==> src/rtl/imem_loader_if.sv <==
// imem_loader bundle: byte stream in, instruction memory port out.
// master = upstream source / memory side, slave = loader.
interface imem_loader_if #(
  parameter int unsigned ADDR_W = 64
);
  logic              s_valid;
  logic [7:0]        s_data;
  logic              s_ready;
  logic [ADDR_W-1:0] addr_ext;
  logic              wen_ext;
  logic              ren_ext;
  logic [31:0]       wdata_ext;

  modport master (
    output s_valid, s_data,
    input  s_ready, addr_ext, wen_ext, ren_ext, wdata_ext
  );

  modport slave (
    input  s_valid, s_data,
    output s_ready, addr_ext, wen_ext, ren_ext, wdata_ext
  );
endinterface

==> src/rtl/imem_loader.sv <==
// Boot loader: packs LE bytes into words, writes imem,
// verifies a trailing XOR byte, then releases the cpu.
module imem_loader #(
  parameter int unsigned       ADDR_W    = 64,
  parameter logic [ADDR_W-1:0] BASE_ADDR = '0,
  parameter int unsigned       MAX_WORDS = 512
) (
  input  logic         clk,
  input  logic         arst_n,
  input  logic         start,
  input  logic [15:0]  word_count,
  imem_loader_if.slave bus,
  output logic         cpu_enable,
  output logic         busy,
  output logic         done,
  output logic         error
);
  typedef enum logic [2:0] {
    IDLE, RECV, WRITE, CHECK, RUN, ERROR
  } state_t;

  localparam logic [16:0] MAXW = 17'(MAX_WORDS);

  state_t            r_state;
  state_t            w_next;
  logic [15:0]       r_cnt;
  logic [15:0]       r_widx;
  logic [1:0]        r_byte;
  logic [7:0]        r_csum;
  logic [23:0]       r_asm;
  logic [31:0]       r_wdata;
  logic [ADDR_W-1:0] r_addr;
  logic              w_start;
  logic              w_recv_xfer;
  logic [15:0]       w_widx_nx;

  assign w_start = start & ((r_state == IDLE) |
                            (r_state == RUN)  |
                            (r_state == ERROR));
  assign w_recv_xfer = bus.s_valid & (r_state == RECV);
  assign w_widx_nx   = r_widx + 16'd1;

  assign bus.addr_ext  = r_addr;
  assign bus.wdata_ext = r_wdata;
  assign bus.ren_ext   = 1'b0;

  always_ff @(posedge clk or negedge arst_n) begin
    if (!arst_n) r_state <= IDLE;
    else         r_state <= w_next;
  end

  always_comb begin
    w_next      = r_state;
    bus.s_ready = 1'b0;
    bus.wen_ext = 1'b0;
    cpu_enable  = 1'b0;
    busy        = 1'b0;
    done        = 1'b0;
    error       = 1'b0;
    unique case (r_state)
      IDLE: ;
      RECV: begin
        bus.s_ready = 1'b1;
        busy        = 1'b1;
        if (bus.s_valid && r_byte == 2'd3) w_next = WRITE;
      end
      WRITE: begin
        bus.wen_ext = 1'b1;
        busy        = 1'b1;
        w_next      = (w_widx_nx == r_cnt) ? CHECK : RECV;
      end
      CHECK: begin
        bus.s_ready = 1'b1;
        busy        = 1'b1;
        if (bus.s_valid)
          w_next = (bus.s_data == r_csum) ? RUN : ERROR;
      end
      RUN: begin
        cpu_enable = 1'b1;
        done       = 1'b1;
      end
      ERROR: error = 1'b1;
      default: w_next = IDLE;
    endcase
    if (w_start) begin
      if ({1'b0, word_count} > MAXW) w_next = ERROR;
      else if (word_count == 16'd0)  w_next = CHECK;
      else                           w_next = RECV;
    end
  end

  // wdata only changes on the 4th byte so it holds outside WRITE
  always_ff @(posedge clk or negedge arst_n) begin
    if (!arst_n) begin
      r_cnt   <= '0;
      r_widx  <= '0;
      r_byte  <= '0;
      r_csum  <= '0;
      r_asm   <= '0;
      r_wdata <= '0;
      r_addr  <= '0;
    end else if (w_start) begin
      r_cnt  <= word_count;
      r_widx <= '0;
      r_byte <= '0;
      r_csum <= '0;
      r_addr <= BASE_ADDR;
    end else if (w_recv_xfer) begin
      r_byte <= r_byte + 2'd1;
      r_csum <= r_csum ^ bus.s_data;
      unique case (r_byte)
        2'd0: r_asm[7:0]   <= bus.s_data;
        2'd1: r_asm[15:8]  <= bus.s_data;
        2'd2: r_asm[23:16] <= bus.s_data;
        default: r_wdata   <= {bus.s_data, r_asm};
      endcase
    end else if (r_state == WRITE) begin
      r_widx <= w_widx_nx;
      r_addr <= r_addr + ADDR_W'(4);
    end
  end
endmodule

==> src/flat_wrapper.sv <==
// flat-port wrapper written by rule: the top's interface ports become plain ports
module imem_loader_flat 
#(
  parameter int unsigned       ADDR_W    = 64,
  parameter logic [ADDR_W-1:0] BASE_ADDR = '0,
  parameter int unsigned       MAX_WORDS = 512
)
  (clk, arst_n, start, word_count, cpu_enable, busy, done, error, bus_s_valid, bus_s_data, bus_s_ready, bus_addr_ext, bus_wen_ext, bus_ren_ext, bus_wdata_ext);
  imem_loader_if #(.ADDR_W(ADDR_W)) bus_i ();
  input  logic clk;
  input  logic arst_n;
  input  logic start;
  input  logic [15:0] word_count;
  output logic cpu_enable;
  output logic busy;
  output logic done;
  output logic error;
  input wire logic [$bits(bus_i.s_valid)-1:0] bus_s_valid;
  input wire logic [$bits(bus_i.s_data)-1:0] bus_s_data;
  output wire logic [$bits(bus_i.s_ready)-1:0] bus_s_ready;
  output wire logic [$bits(bus_i.addr_ext)-1:0] bus_addr_ext;
  output wire logic [$bits(bus_i.wen_ext)-1:0] bus_wen_ext;
  output wire logic [$bits(bus_i.ren_ext)-1:0] bus_ren_ext;
  output wire logic [$bits(bus_i.wdata_ext)-1:0] bus_wdata_ext;
  assign bus_i.s_valid = bus_s_valid;
  assign bus_i.s_data = bus_s_data;
  assign bus_s_ready = bus_i.s_ready;
  assign bus_addr_ext = bus_i.addr_ext;
  assign bus_wen_ext = bus_i.wen_ext;
  assign bus_ren_ext = bus_i.ren_ext;
  assign bus_wdata_ext = bus_i.wdata_ext;
  imem_loader #(.ADDR_W(ADDR_W), .BASE_ADDR(BASE_ADDR), .MAX_WORDS(MAX_WORDS)) u_core (.clk(clk), .arst_n(arst_n), .start(start), .word_count(word_count), .bus(bus_i), .cpu_enable(cpu_enable), .busy(busy), .done(done), .error(error));
endmodule
==> config.mk <==
export PLATFORM = sky130hd
export DESIGN_NAME = imem_loader_flat
export DESIGN_NICKNAME = d
export VERILOG_FILES = /design/src/rtl/imem_loader_if.sv /design/src/rtl/imem_loader.sv /design/src/flat_wrapper.sv
export SDC_FILE = /design/constraint.sdc
export NUM_CORES = 1
export LEC_CHECK = 0
export CAP_MARGIN = 30
export CORE_UTILIZATION = 40
export DETAILED_ROUTE_END_ITERATION = 8
export MAX_ROUTING_LAYER = met4
export PLACE_DENSITY_LB_ADDON = 0.1
export SLEW_MARGIN = 20
export SYNTH_ARGS = -nofsm -noshare
export SYNTH_HDL_FRONTEND = slang
export SYNTH_SLANG_ARGS = --single-unit
==> constraint.sdc <==
create_clock -name clk -period 4.8 [get_ports clk]
set_input_delay 0.96 -clock clk [delete_from_list [all_inputs] [get_ports clk]]
set_output_delay 0.96 -clock clk [all_outputs]
set_load 0.02 [all_outputs]
==> impl_metrics.toml <==
[outcome]
status = "finished clean"

[power_and_ir_drop]
p_leak_nw = 4.36
report.power.total_mw = 3.38
ir_drop_v = 0.000236
pwr-share-clk_pct = 40.2
p_int_mw = 2.40
p_comb_share_pct = 13.0
seqPwrFrac_pct = 46.7
p_sw_share_pct = 29.1
power.switching_uw = 986
powerDensity_nw_per_um2 = 331

[timing]
worst_pin_slew_ns = 0.879
maxSlewHeadroom_pct = 41.4
tns_ns = 0
skew_ns = 0.0141
grt_setup_unrepaired = "false"
hold_violations = 0
setup_violations = 0
post-route-period-util_pct = 79.9
timing.final.crit_period_ns = 3.84
fmax_mhz = 261
drv_slew = 0

[logic_synthesis]
synth_edf_count = 0
synth_fa_ha_area_share_pct = 0.926
syn_area_um2 = 8110
ys_top_cells_by_area = "dfrtp_1 50%, mux2_2 7.8%, xnor2_1 6.2%, nand2_1 5.3%, nor2_1 3.9%"
synth.distinct_cells = 58
synthSimpleGateAreaFrac_pct = 22.4
yosysTopAreaCell = "dfrtp_1"
yosys_warnings = 0
synth_mux_area_share_pct = 8.27
synthFlopType = "dfrtp_1"
synthArstFlopShare_pct = 100
postSynthAreaPerCell_um2 = 10.4
synth_top_family_by_area = "simple AND/OR/NAND/NOR gates"
yosysSeqAreaShare_pct = 50.3
yosys_register_bits = 163
synth_xor_area_share_pct = 8.97
synth-compound-area-share_pct = 6.22
postSynthCellCount = 781
yosysTopAreaCellShare_pct = 50.3

[place]
gp_congestion = 0.871
io_buffers = 127
place_area_um2 = 9590
place_hpwl_um = 13200
dpl.cell_count = 1148

[clock_network]
cts_root_buf = "clkbuf_16"
cts_buffers = 17
insertion_delay_ns = 0.44
cts-hold-fix-buffers = 0
clock-sinks = 163
post_cts_buffers = 0
post_cts_resize_count = 0
cts_buffer_depth = 2
cts_htree_levels = 4
path_clk_slew_ns = 0.07
cts_tree = "built"

[floorplan]
core_um2 = 19700
die_w_um = 144
start_util_pct = 41.3
die_h_um = 144
rows = 51
io_pins = 131
die_area_um2 = 20800

[global_route]
gr-usage-met2_pct = 31.7
grt_use_met3_pct = 4.30
antenna_found_initial = 0
grt_use_total_pct = 20.2
grt_busiest_layer = "met2"
grt_overflow = 0
grt_pass1_vias = 5976
met1_usage_pct = 26.1
grt_pass1_wl_um = 31300
grt_max_degree = 103

[setup_path]
end_kind = "output port"
cp.required_ns = 3.84
cp_max_fo = 19
arrival_ns = 2.88
critPathLaunchType = "flop"
worstSetupPathType = "reg2out"

[cells_and_area]
utilization_pct = 52.0
antenna_cells = 0
final_layout_size_suffix_gt1_share_pct = 13.8
instances_no_fill = 1181
final_cell_area_um2 = 10200
nets = 937
area_delta_synth_final_pct = 26.0

[drt]
drtIter0Drc = 372
drt_pass1_iterations = 5
vias = 6128
avgRoutedWirePerCell_um = 16.4
via_per_inst = 5.19
ant_nets = 0
postRouteWirelength_um = 19400
remaining_drc_errors = 0

[worst_hold_path]
holdCritPathClass = "in2async"

[flow_run]
drv_cap = 0
[power by group through the flow]
stage	clock (mW)	combinational (mW)	sequential [mW]
finish	1.36	0.440	1.58
global route	1.46	0.492	1.60
CTS	1.40	0.447	1.58
detailed placement	0	0.445	1.61
global placement	0	0.435	1.60
floorplan	0	0.287	1.59
[worst paths after layout]
kind | start | endpoint | slack [ns] | cells past startpoint
setup / recovery | u_core.r_state[1] | bus_wen_ext | 0.96 | 4
hold / removal | arst_n | u_core.r_cnt[8] | 0.42 | 1
setup reg to reg | u_core.r_state[1] | u_core.r_state[1] | 1.93 | 7
hold reg to reg | u_core.r_cnt[11] | u_core.r_cnt[11] | 0.50 | 2
max in group asynchronous | arst_n | u_core.r_widx[3] | 3.26 | 3
min in group clk | u_core.r_cnt[11] | u_core.r_cnt[11] | 0.50 | 2
[flip-flops by register name, summed over array words and instances (netlist names)]
signal / count
u_core.r_cnt: 16
u_core.r_asm: 24
u_core.r_byte: 2
u_core.r_csum: 8
u_core.bus.wdata_ext: 32
u_core.r_widx: 16
u_core.r_state: 3
u_core.bus.addr_ext: 62
[cell usage in the layout, fill, tap and decap left out, types with 8 or more instances in the layout]
cell type	instances
and3_1	11
and4_1	9
clkbuf_16	17
clkdlybuf4s50_1	126
dfrtp_1	163
inv_1	16
mux2_2	56
nand2_1	115
nand3_1	26
nand4_1	13
nor2_1	83
nor3_1	13
nor3_2	8
nor4_1	12
nor4_2	9
o21ai_0	50
xnor2_1	57
xor2_1	26
[final cells by class]
| cell class | instances | area [µm²] |
|---|---|---|
| clock inverters | 15 | 179 |
| inverters | 17 | 66.3 |
| clock buffers | 17 | 425 |
| multi-input cells | 572 | 3810 |
| fillers | 1821 | 9430 |
| well taps | 265 | 332 |
| repair buffers | 132 | 1330 |
| flip-flops and latches | 163 | 4080 |
[per-layer routing]
| metal | vias to the layer above | part of all wire (%) |
|---|---|---|
| li1 | 2940 | - |
| met1 | 3042 | 46 |
| met2 | 129 | 49 |
| met3 | 17 | 4.3 |
| met4 | 0 | 1.1 |
| met5 | - | 0 |
[cells by family (layout without fill, tap and decap cells)]
family / count (synthesis) / after routing
XOR/XNOR: 83 / 83
AND/OR/NAND/NOR: 337 / 337
adder cells (fa/ha/maj): 6 / 6
AO/OA/AOI/OAI: 83 / 83
flip-flops: 163 / 163
buffers and inverters: 48 / 181
other: 1 / 3
multiplexers: 60 / 60
[critical path: stages, from the launching register on]
cell and delay, ns:
dfrtp_1 0.57, and2b_1 0.26, nand2_1 0.38, inv_1 0.53, clkdlybuf4s50_1 0.70
[through the flow]
step                      hold WS (ns)  setup WS (ns)
final                            0.421          0.964
after global routing             0.434          0.815
after CTS                        0.506          0.985
after detailed placement         0.489           1.47
after global placement           0.483           1.51
after floorplan                  0.465           2.42
[synth_stat cells, drive strengths merged, types with 2 or more instances]
cell / number
a211oi: 2
a21oi: 7
a22o: 5
a31oi: 3
and2: 7
and3: 11
and4: 9
buf: 21
clkbuf: 10
dfrtp: 163
ha: 6
inv: 17
mux2: 56
mux2i: 4
nand2: 116
nand2b: 3
nand3: 28
nand4: 16
nor2: 84
nor3: 21
nor3b: 6
nor4: 24
o21ai: 51
o31ai: 6
or3: 5
or4: 2
xnor2: 57
xor2: 26
Power figures use the tool's default switching activity.
==> patch: new RTL, same settings <==
`ADDR_W` is set to 64 in 3 places; all go to 96.
--- a/src/rtl/imem_loader_if.sv
+++ b/src/rtl/imem_loader_if.sv
@@ -3,3 +3,3 @@
 interface imem_loader_if #(
-  parameter int unsigned ADDR_W = 64
+  parameter int unsigned ADDR_W = 96
 );
--- a/src/rtl/imem_loader.sv
+++ b/src/rtl/imem_loader.sv
@@ -3,3 +3,3 @@
 module imem_loader #(
-  parameter int unsigned       ADDR_W    = 64,
+  parameter int unsigned       ADDR_W    = 96,
   parameter logic [ADDR_W-1:0] BASE_ADDR = '0,
--- a/src/flat_wrapper.sv
+++ b/src/flat_wrapper.sv
@@ -3,3 +3,3 @@
 #(
-  parameter int unsigned       ADDR_W    = 64,
+  parameter int unsigned       ADDR_W    = 96,
   parameter logic [ADDR_W-1:0] BASE_ADDR = '0,
Interface: changed (resized bus_addr_ext); port bits go from 131 to 163. The function was not compared with the original's and may differ.
==> patch against the unedited design <==
  * Synthesized area increased by 19%
  * Clock skew decreased by 0.0014 ns
  * Sequential cell count increased by 32
  * Worst hold slack improved by 0.079 ns
  * Cell area increased by 20%
  * Maximum frequency increased by 6.9%
  * Largest cell class unchanged
  * Die area increased by 19%
  * Via count increased by 26%
  * Global-route usage increased by 1.6 points
  * Routed wire length increased by 29%
  * Worst setup slack improved by 0.25 ns
Power is not compared: it rests on default switching activity, and its combinational part moved more than twofold at a synthesized area within 25%.
==> patch: results <==
metrics = {
    "run_status": {
        "outcome": "finished clean",
    },
    "route": {
        "wl_met1_um": 11900,
        "vias": 7747,
        "drtIter0Drc": 592,
        "dr_wl_met3_um": 1470,
        "wl_met2_um": 11500,
        "wire_per_inst_um": 17.1,
    },
    "critical_path": {
        "critPathMaxStageDelay_ns": 0.73,
        "crit_arrival_ns": 2.63,
        "cp_max_fo": 22,
        "cpMaxStageDelayCell": "or3b_2",
    },
    "synthesis": {
        "synth_area_leaders": "dfrtp_1 (51%), mux2_2 (6.6%), xnor2_1 (6.3%)",
        "synth_seq_area_share_pct": 50.5,
        "synth_commonest_cells": "dfrtp_1 (195), nand2_1 (130), nor2_1 (118)",
        "ys_seq_elements": 195,
        "synth.most_common_cell": "dfrtp_1",
        "synth.mux.area_fraction_pct": 7.17,
        "synth-compound-area-share_pct": 6.83,
        "synthDistinctLibCells": 54,
        "synth_xor_area_share_pct": 9.52,
        "synthAdderAreaFrac_pct": 0.778,
        "synth.avg_cell_area_um2": 9.76,
    },
    "placed_design": {
        "gp_congestion": 0.861,
        "port_buffers": 159,
        "dp_hpwl_um": 17000,
        "dp_cells": 1433,
        "pre_cts_ws_ns": 0.866,
    },
    "final_layout": {
        "fill_cells": 2224,
        "final_area_um2": 12200,
        "nNonClkBuffers": 169,
        "inv_count": 16,
        "area_share_nonclk_buffers_pct": 13.8,
        "multi_input_area_share_pct": 37.1,
        "multi_input_gates": 734,
        "seqAreaFraction_pct": 39.9,
        "largest_register_ffs": 94,
        "drive_above_1_share_pct": 9.69,
    },
    "global_routing": {
        "grt_max_degree": 92,
        "grt_use_met3_pct": 5.40,
        "grt.total_usage_pct": 21.8,
        "grt_pass1_wl_um": 40800,
        "grt_pass1_vias": 7469,
    },
    "hold_path": {
        "hold_class": "reg2reg",
    },
    "die": {
        "taps": 319,
    },
    "timing": {
        "fin_skew_ns": 0.0127,
        "tightest_slew_ns": 0.927,
    },
}
-- patch: cell count changes after synthesis, sizes merged, moves of 11 or more --
cell	delta
nand2	+14
nand4	+11
clkbuf	+23
dfrtp	+32
nor4	+22
nor2	+34
xnor2	+12
-- patch: worst paths after layout --
kind                                               start                                  end  slack, ns  cells after the start
setup reg to reg           u_core.r_state[1]$_DFFE_PN0P_  u_core.bus.addr_ext[90]$_DFFE_PN0P_       1.64                      6
hold reg to reg            u_core.r_widx[15]$_DFFE_PN0P_        u_core.r_widx[15]$_DFFE_PN0P_       0.50                      1
setup / recovery           u_core.r_state[1]$_DFFE_PN0P_                          bus_wen_ext       1.21                      3
max in group asynchronous                         arst_n        u_core.r_widx[11]$_DFFE_PN0P_       3.22                      2
min in group asynchronous                         arst_n          u_core.r_cnt[6]$_DFFE_PN0P_       0.55                      1
hold / removal             u_core.r_widx[15]$_DFFE_PN0P_        u_core.r_widx[15]$_DFFE_PN0P_       0.50                      1
